==> config.mk <==
export PLATFORM = sky130hd
export DESIGN_NAME = pipe_stage_chain
export DESIGN_NICKNAME = d
export VERILOG_FILES = /design/src/rtl/pipe_stage_chain.sv
export SDC_FILE = /design/constraint.sdc
export NUM_CORES = 1
export LEC_CHECK = 0
export CAP_MARGIN = 5
export CORE_ASPECT_RATIO = 1.4
export CORE_MARGIN = 2
export CORE_UTILIZATION = 36
export DETAILED_ROUTE_END_ITERATION = 6
export PLACE_DENSITY = 0.76
export SLEW_MARGIN = 20
export SYNTH_ARGS = -nofsm -noshare
export SYNTH_HDL_FRONTEND = slang
export SYNTH_SLANG_ARGS = --single-unit
==> constraint.sdc <==
create_clock -name clk_i -period 2.8 [get_ports clk_i]
set_input_delay 0.56 -clock clk_i [delete_from_list [all_inputs] [get_ports clk_i]]
set_output_delay 0.56 -clock clk_i [all_outputs]
set_load 0.05 [all_outputs]
==> src/rtl/pipe_stage_chain.sv <==
// pipe_stage_chain: DEPTH-stage pipeline register chain with stall, flush, bubbles, hazard taps
module pipe_stage_chain #(
  parameter int DEPTH  = 1,
  parameter int DATA_W = 64,
  parameter int CTRL_W = 2,
  parameter int RD_W   = 5
) (
  input  logic                   clk_i,
  input  logic                   rst_i,
  input  logic                   valid_i,
  input  logic [CTRL_W-1:0]      ctrl_i,
  input  logic [RD_W-1:0]        rd_i,
  input  logic [DATA_W-1:0]      data_i,
  input  logic [DEPTH-1:0]       stall_i,
  input  logic [DEPTH-1:0]       flush_i,
  output logic                   in_ready_o,
  output logic                   valid_o,
  output logic [CTRL_W-1:0]      ctrl_o,
  output logic [RD_W-1:0]        rd_o,
  output logic [DATA_W-1:0]      data_o,
  output logic [DEPTH-1:0]       tap_valid_o,
  output logic [DEPTH*RD_W-1:0]  tap_rd_o,
  output logic [15:0]            bubble_cnt_o
);
  logic [DEPTH-1:0]              valid_q, valid_d, hold, up_hold;
  logic [DEPTH-1:0][CTRL_W-1:0]  ctrl_q, ctrl_d;
  logic [DEPTH-1:0][RD_W-1:0]    rd_q, rd_d;
  logic [DEPTH-1:0][DATA_W-1:0]  data_q, data_d;
  logic [DEPTH:0]                valid_x;
  logic [DEPTH:0][CTRL_W-1:0]    ctrl_x;
  logic [DEPTH:0][RD_W-1:0]      rd_x;
  logic [DEPTH:0][DATA_W-1:0]    data_x;
  logic [15:0]                   bubble_q, bubble_d;
  // entry k of the *_x vectors is the source feeding stage k
  assign valid_x = {valid_q, valid_i};
  assign ctrl_x  = {ctrl_q, ctrl_i};
  assign rd_x    = {rd_q, rd_i};
  assign data_x  = {data_q, data_i};
  always_comb begin
    hold = stall_i;
    for (int k = DEPTH - 2; k >= 0; k--) hold[k] = hold[k+1] | stall_i[k];
    up_hold = hold << 1;
  end
  always_comb begin
    for (int k = 0; k < DEPTH; k++) begin
      valid_d[k] = flush_i[k] ? 1'b0 : hold[k] ? valid_q[k] : up_hold[k] ? 1'b0 : valid_x[k];
      ctrl_d[k]  = valid_d[k] ? (hold[k] ? ctrl_q[k] : ctrl_x[k]) : '0;
      rd_d[k]    = (flush_i[k] || hold[k] || up_hold[k]) ? rd_q[k] : rd_x[k];
      data_d[k]  = (flush_i[k] || hold[k] || up_hold[k]) ? data_q[k] : data_x[k];
    end
    bubble_d = bubble_q + 16'(!valid_q[DEPTH-1] && bubble_q != '1);
  end
  always_ff @(posedge clk_i or posedge rst_i) begin
    if (rst_i) begin
      valid_q  <= '0;
      ctrl_q   <= '0;
      rd_q     <= '0;
      data_q   <= '0;
      bubble_q <= '0;
    end else begin
      valid_q  <= valid_d;
      ctrl_q   <= ctrl_d;
      rd_q     <= rd_d;
      data_q   <= data_d;
      bubble_q <= bubble_d;
    end
  end
  assign in_ready_o   = ~hold[0];
  assign valid_o      = valid_q[DEPTH-1];
  assign ctrl_o       = ctrl_q[DEPTH-1];
  assign rd_o         = rd_q[DEPTH-1];
  assign data_o       = data_q[DEPTH-1];
  assign tap_valid_o  = valid_q;
  assign tap_rd_o     = rd_q;
  assign bubble_cnt_o = bubble_q;
endmodule
-- Word level (Yosys, flattened, before mapping)
Index checks and enable logic that the tools add are counted.
Widths: inputs -> output; s select.
- register bits after elaboration: 88
- bits of input ports: 76
- output and inout port bits: 95
- logic and storage cells: 16
- $add $sub $neg: 1
- eq/ne operators: 2
- multiplexer cells: 4
- bitwise gates (word level): 1
- reduce and logical (&&, ||, !) cells: 3
- operators by type and width (operator ; number):
    $add 16x1->16 ; 1
    $ne 16x16->1 const B ; 1
    $mux 2 ; 2
    $mux 1 ; 2
    $ne 2x2->1 const B ; 1
    $logic_and 1x1->1 ; 1
    $logic_not 1->1 ; 1
    $logic_or 1x1->1 ; 1
    $not 1->1 ; 1

-- Logic depth before layout (Yosys ltp)
Gate-level depths: netlist of run 1.
- word-level depth: 3
- gate-level depth with buffers: 8

-- Worst setup path after synthesis of run 1
Ideal clock, no wire load.
- kind: register to register
- start: register bubble_q[9], in the netlist bubble_cnt_o[9]
- end: register bubble_q[12], in the netlist bubble_cnt_o[12]
- setup time: 0.125 ns
- data arrival time: 2.163 ns
- data required time: 2.675 ns
- slack: 0.512 ns
- stages on the path, launching flop included: 9
- path buffers: 0
- cells stage by stage: dfrtp_1 nand4_1 nor4_1 a21oi_1 ha_1 ha_1 nand3_1 nor3_1 xnor2_1
- longest elaborated chain between the ends: 3
- RTL lines (what ; RTL line ; text):
    start, declared ; 33 ; logic [15:0] bubble_q, bubble_d;
    start signal, assigned ; 65 ; bubble_q <= bubble_d;
    $ne 16x16->1 ; 51 ; bubble_d = bubble_q + 16'(!valid_q[DEPTH-1] && bubble_q != '1);
    $logic_and 1x1->1 ; 51 ;
    $add 16x1->16 * ; 51 ;
    via bubble_d[12] ; 33 ;
Mark *: on every way through the listed nets, which the timed path passes. The rest lies on a longest branch.
A chain may end at the register's enable or synchronous reset.

-- Worst setup path in the final report of run 1
- start: register bubble_q[4], in the netlist bubble_cnt_o[4]
- end: output bubble_cnt_o[4]
- RTL lines (what ; RTL line ; text):
    end, declared ; 23 ; output logic [15:0] bubble_cnt_o
No word-level cell between the ends.

==> summary.txt, run 1 <==
Final layout
  • # nets final: 475
  • Area Overhead vs Synth: 60.6%
  • Antenna cells: 0
  • Final Instance Area: 5550 um2
  • FILL cells: 775
  • Final cell count without fillers: 511
  • Share of cells above drive strength 1: 19.5%

STA
  • RSZ-0062 raised after global routing: no
  • Hold Violations, Final: 0
  • Slew Limit Fails: 0
  • Final setup fails: 0
  • Final worst-path cycle share: 79.7%
  • Fmax achieved: 448 MHz
  • Setup TNS: 0 ns
  • Actual slew at the worst max-slew pin: 0.549 ns
  • Rel. slew slack: 63.3%
  • Final worst path period need: 2.23 ns
  • Clk_skew: 0.00331 ns

Clock network
  • CTS Buffer Depth: 2
  • Clock insertion delay at the later pin of the skew report: 0.33 ns
  • Post-CTS setup buffer count: 0
  • Post-CTS resize count: 0
  • TritonCTS clock tree: done
  • CTS Buf Count: 9
  • Reg clk slew, reported paths: 0.06 ns
  • Hold_buf cts: 0
  • TritonCTS Sinks: 88
  • Root Buffer Master: clkbuf_16
  • H-tree depth: 3

Logic synthesis
  • Synth Instances: 226
  • Synth area leader: dfrtp_1
  • Synth cell count leaders: dfrtp_1, mux2_2, mux2_1, xor2_1
  • Synthesized area: 3460 um2
  • Post-synthesis sequential area ratio: 63.7%
  • Async SR Flop Fraction: 100%
  • Seq cells post-synth: 88
  • Count leader, synth: dfrtp_1
  • Post-synth EDFFs: 0
  • Post-synth top area share: 63.7%
  • Avg Cell Area, Syn: 15.3 um2
  • Yosys warnings: 0
  • Post-synth cell types: 22
  • Post-synth top flop: dfrtp_1
  • Main area contributors after synthesis: dfrtp_1, mux2_2, mux2_1
  • Net Count, Synth: 305

Power and ir drop
  • Switching part of the total: 37.0%
  • Peak supply drop: 0.000646 V
  • Leak: 2.31 nW
  • Reg power frac: 36.9%
  • Comb power frac: 36.4%
  • Power share of the clock group: 26.7%
  • Pwr Density: 798 nW/um2
  • Sw Pwr: 1.64 mW
  • Internal power: 2.79 mW
  • Tot Pwr: 4.43 mW

Worst setup path
  • Setup crit end kind: output pin
  • Cell depth of the worst setup path: 1
  • Critical Path End: bubble_cnt_o[4]
  • CP startpoint: bubble_cnt_o[4]
  • CP cell instances: clkdlybuf4s50_1
  • Max FO, Critical Path: 6
  • CP Launch Type: flop
  • R2R Setup Slk: 0.60 ns
  • WS Path Type: flop to output pin
  • R2R Path Start: bubble_cnt_o[9]
  • Family with the most delay on the worst path: buffers and inverters
  • CP peak stage delay: 0.86 ns
  • CP max stage cell: clkdlybuf4s50_1
  • WP data arrival: 1.67 ns
  • CP Buf/Inv Count: 1
  • FF-to-FF path depth: 8
  • Critical path required time: 2.24 ns
  • Reg2reg end: bubble_cnt_o[12]

Floorplanning
  • Chip height: 120 um
  • Rows: 42
  • Die area: 10,400 um2
  • Die W: 86.8 um
  • I/O pins: 171
  • Core Area: 9410 um2
  • Initial Util: 36.8%

Global routing
  • First-pass GRT wire length: 12.6 mm
  • Total gr overflow: 0
  • Largest net degree at the start of global routing: 89
  • Vias in the first global route: 2,472
  • Tot GR Track Use: 15.8%
  • Initial antenna violation count: 0

Routing
  • DRC: 0
  • Routed WL per cell: 15.8 um
  • Via density: 4.74
  • Antenna-violating nets left: 0
  • DR vias: 2,420
  • Routed wire length: 8.09 mm
  • Number of iterations in the first detailed-routing pass: 2
  • Initial DRC Count: 122

Placement
  • Gp weighted congestion: 0.776
  • Placed cell area: 5260 um2
  • Inst Count DP: 495
  • HPWL Detailed: 5.93 mm
  • # port buffers: 170

Flow run
  • Max_cap viols: 0

Worst hold path
  • Min-delay worst type: flop to flop
  • Worst Hold Launch: data_o[32]

Status
  • Outcome: complete, no violations
flip-flops by register name, indices dropped and copies added, names as in the netlist:
signal and count:
data_o 64, bubble_cnt_o 16, rd_o 5, ctrl_o 2
tap_valid_o 1
worst min path at each step:
stage	endpoint	slack, ns	cells past startpoint
5_1_grt	data_o[33]	0.50	1
3_5_place_dp	data_o[24]	0.48	1
2_1_floorplan	ctrl_o[0]	0.63	1
6_report	data_o[32]	0.49	1
4_1_cts	data_o[32]	0.49	1
3_3_place_gp	data_o[37]	0.47	1
final cells by class:
type                            instances  area [um2]  share of cell area, %
Clock buffer                           11         243                   4.37
Clock inverter                          5        56.3                   1.01
Inverter                                5        22.5                  0.405
Multi-Input combinational cell        120        1150                   20.8
Sequential cell                        88        2200                   39.6
Tap cell                              110         138                   2.48
Timing Repair Buffer                  172        1740                   31.3
layout by cell type, fill, tap and decap left out, types with 2 or more instances in the layout:
cell type / n
a21oi_1: 2
a32oi_1: 2
buf_12: 2
clkbuf_16: 9
clkdlybuf4s50_1: 169
clkinv_2: 2
clkinvlp_4: 2
dfrtp_1: 88
ha_1: 3
inv_1: 4
mux2_1: 15
mux2_2: 54
nand2_1: 3
nand3_1: 6
nand4_1: 3
nor2_1: 7
nor3_1: 4
nor4_2: 3
xnor2_1: 4
xor2_1: 10
metal layers:
layer | vias up | share of wire (%) | global-route usage (%)
li1 | 1128 | - | -
met1 | 1189 | 39 | 18.2
met2 | 87 | 53 | 27.3
met3 | 16 | 5.4 | 4.61
met4 | 0 | 2.2 | 5.96
met5 | - | 0 | 0
power groups by stage:
stage / logic (mW) / clock network [mW] / registers [mW]
2_1_floorplan: 0.323 / 0 / 2.35
3_3_place_gp: 1.61 / 0 / 1.65
3_5_place_dp: 1.63 / 0 / 1.66
4_1_cts: 1.63 / 1.22 / 1.64
5_1_grt: 1.68 / 1.28 / 1.67
6_report: 1.61 / 1.18 / 1.64
cell families (layout without fill, tap and decap cells):
group                      count (synthesis)  after routing  synth area share [%]
and+or+nand+nor                           30             30                  5.32
xor gates and xnor gates                  14             14                  3.55
AOI/OAI and AO/OA                          4              4                 0.796
muxes                                     69             69                  22.5
adders and majority gates                  3              3                  1.09
buffers and inverters                     18            193                  3.11
DFF                                       88             88                  63.7
per-stage QoR:
| step | util (%) | hold slack (ns) | worst slack [ns] |
|---|---|---|---|
| 3_5_place_dp | 55.9 | 0.478 | 0.638 |
| 4_1_cts | 59.0 | 0.491 | 0.542 |
| 6_report | 59.0 | 0.485 | 0.568 |
| 3_3_place_gp | 55.9 | 0.468 | 0.691 |
| 2_1_floorplan | - | 0.626 | 0.512 |
| 5_1_grt | 59.0 | 0.503 | 0.500 |
Power figures use the tool's default switching activity.
==> run 2: changes to the inputs <==
Settings changed: CORE_UTILIZATION 36 to 40, PLACE_DENSITY 0.76 to 0.8.
Clock period 2.8 ns to 2.2 ns, I/O delays scaled along.
==> summary.txt, run 2 (synthesized netlist as in run 1, its figures left out) <==
Status
  • Outcome: complete, no violations

Floorplanning
  • Chip height: 114 um
  • Rows: 40
  • Die area: 9420 um2
  • I/O pins: 171
  • Core Area: 8510 um2
  • Die W: 82.6 um
  • Initial Util: 40.6%

STA
  • Rel. slew slack: 64.4%
  • Final worst path period need: 2.08 ns
  • Actual slew at the worst max-slew pin: 0.532 ns
  • Final setup fails: 0
  • Fmax achieved: 480 MHz
  • Setup TNS: 0 ns
  • Slew Limit Fails: 0
  • Final worst-path cycle share: 94.6%
  • Clk_skew: 0.00210 ns
  • Final worst setup slack: 0.118 ns
  • Hold Violations, Final: 0
  • RSZ-0062 raised after global routing: no

Global routing
  • Tot GR Track Use: 17.7%
  • Global route hottest layer: met2
  • Total gr overflow: 0
  • Vias in the first global route: 2,547
  • First-pass GRT wire length: 12.4 mm
  • GRT met3 Usage: 6.33%
  • Met2 usage: 30.6%
  • Initial antenna violation count: 0
  • Met1 Use GR: 19.1%
  • Largest net degree at the start of global routing: 63

Routing
  • DRC: 0
  • Via density: 4.76
  • Initial DRC Count: 73
  • Routed WL per cell: 15.7 um
  • Number of iterations in the first detailed-routing pass: 4
  • Routed wire length: 8.01 mm
  • DR vias: 2,424
  • Antenna-violating nets left: 0

Final layout
  • Max reg flops: 64
  • Commonest non-fill, non-tap cell in the layout: clkdlybuf4s50_1
  • Area Overhead vs Synth: 62.9%
  • Multi-input gate area: 1150 um2
  • # nets final: 479
  • Final core occ: 66.2%
  • Commonest non-fill, non-tap cells in the layout: clkdlybuf4s50_1, dfrtp_1, mux2_2, mux2_1, xor2_1
  • FILL cells: 648
  • Share of cells above drive strength 1: 21.8%
  • Register Area: 2210 um2
  • Antenna cells: 0

Worst setup path
  • R2R Setup Slk: 0.35 ns
  • WS Path Type: flop to output pin
  • Reg2reg end: bubble_cnt_o[10]
  • Critical path required time: 1.76 ns
  • CP cell instances: clkdlybuf4s50_1
  • Setup crit end kind: output pin
  • WP data arrival: 1.64 ns
  • Family with the most delay on the worst path: buffers and inverters
  • CP max stage cell: clkdlybuf4s50_1
  • CP Buf/Inv Count: 1
  • CP Launch Type: flop
  • R2R Path Start: bubble_cnt_o[4]
  • FF-to-FF path depth: 8
  • Max FO, Critical Path: 7
  • CP peak stage delay: 0.85 ns

Clock network
  • Hold_buf cts: 0
  • H-tree depth: 3
  • CTS Buffer Depth: 2
  • TritonCTS clock tree: done
  • CTS Buf Count: 9
  • Post-CTS setup buffer count: 0
  • Reg clk slew, reported paths: 0.06 ns
  • Clock insertion delay at the later pin of the skew report: 0.32 ns
  • Root Buffer Master: clkbuf_16
  • Post-CTS resize count: 0
  • TritonCTS Sinks: 88

Worst hold path
  • Min-delay worst type: flop to flop
  • Worst hold stages: 1
  • WHS Endpoint: data_o[31]
  • Worst Hold Launch: data_o[31]

Placement
  • HPWL Detailed: 6.04 mm
  • Gp weighted congestion: 0.763
  • # port buffers: 170
  • Pre-CTS WS: 0.188 ns

Flow run
  • Max_cap viols: 0

Power and ir drop
  • Pwr Density: 1020 nW/um2
  • Peak supply drop: 0.000989 V
  • Leak: 2.34 nW
## run 2: cell count changes in the layout (fill, tap and decap cells not counted), moves of 2 or more
cell / before / now
dfrtp_2: 0 / 7
buf_12: 2 / 4
buf_4: 1 / 3
dfrtp_1: 88 / 81
## run 2: stage by stage
step	power (mW)	hold slack [ns]	cells	cell area [um2]
floorplan	3.41	0.506	226	3470
global placement	4.16	0.467	494	5310
detailed placement	4.21	0.478	494	5310
CTS	5.84	0.486	509	5630
global route	6.03	0.500	509	5630
finish	5.77	0.482	509	5630
## run 2: layout make-up
cell class / count / area share, %
sequential: 88 / 39.2
timing repair buffer: 176 / 31.8
multi-input combinational: 120 / 20.5
clock buffer: 12 / 4.55
tap: 105 / 2.33
clock inverter: 3 / 1.15
inverter: 5 / 0.400
## run 2: power by group
part	total, mW	switching, mW	internal, mW	leakage (nW)
Combinational	2.07	1.29	0.778	1.13
Clock	1.61	0.565	1.05	0.159
Sequential	2.09	0.209	1.88	1.05
## run 2: worst max path at each step
stage	startpoint	to	slack, ns	depth (start not counted)
finish	bubble_cnt_o[2]	bubble_cnt_o[2]	0.12	1
global route	bubble_cnt_o[2]	bubble_cnt_o[2]	0.02	1
CTS	bubble_cnt_o[2]	bubble_cnt_o[2]	0.09	1
detailed placement	stall_i	data_o[43]	0.19	4
global placement	stall_i	data_o[38]	0.23	4
floorplan	bubble_cnt_o[7]	bubble_cnt_o[12]	0.004	8
## run 2: per-layer routing
metal  share of wire [%]  vias to the layer above  routed length (um)
met4                 2.3                        0                 187
met3                 8.6                       14                 692
met1                  37                     1173                2970
li1                    -                     1125                   -
met2                  52                      112                4160
met5                   0                        -                   0
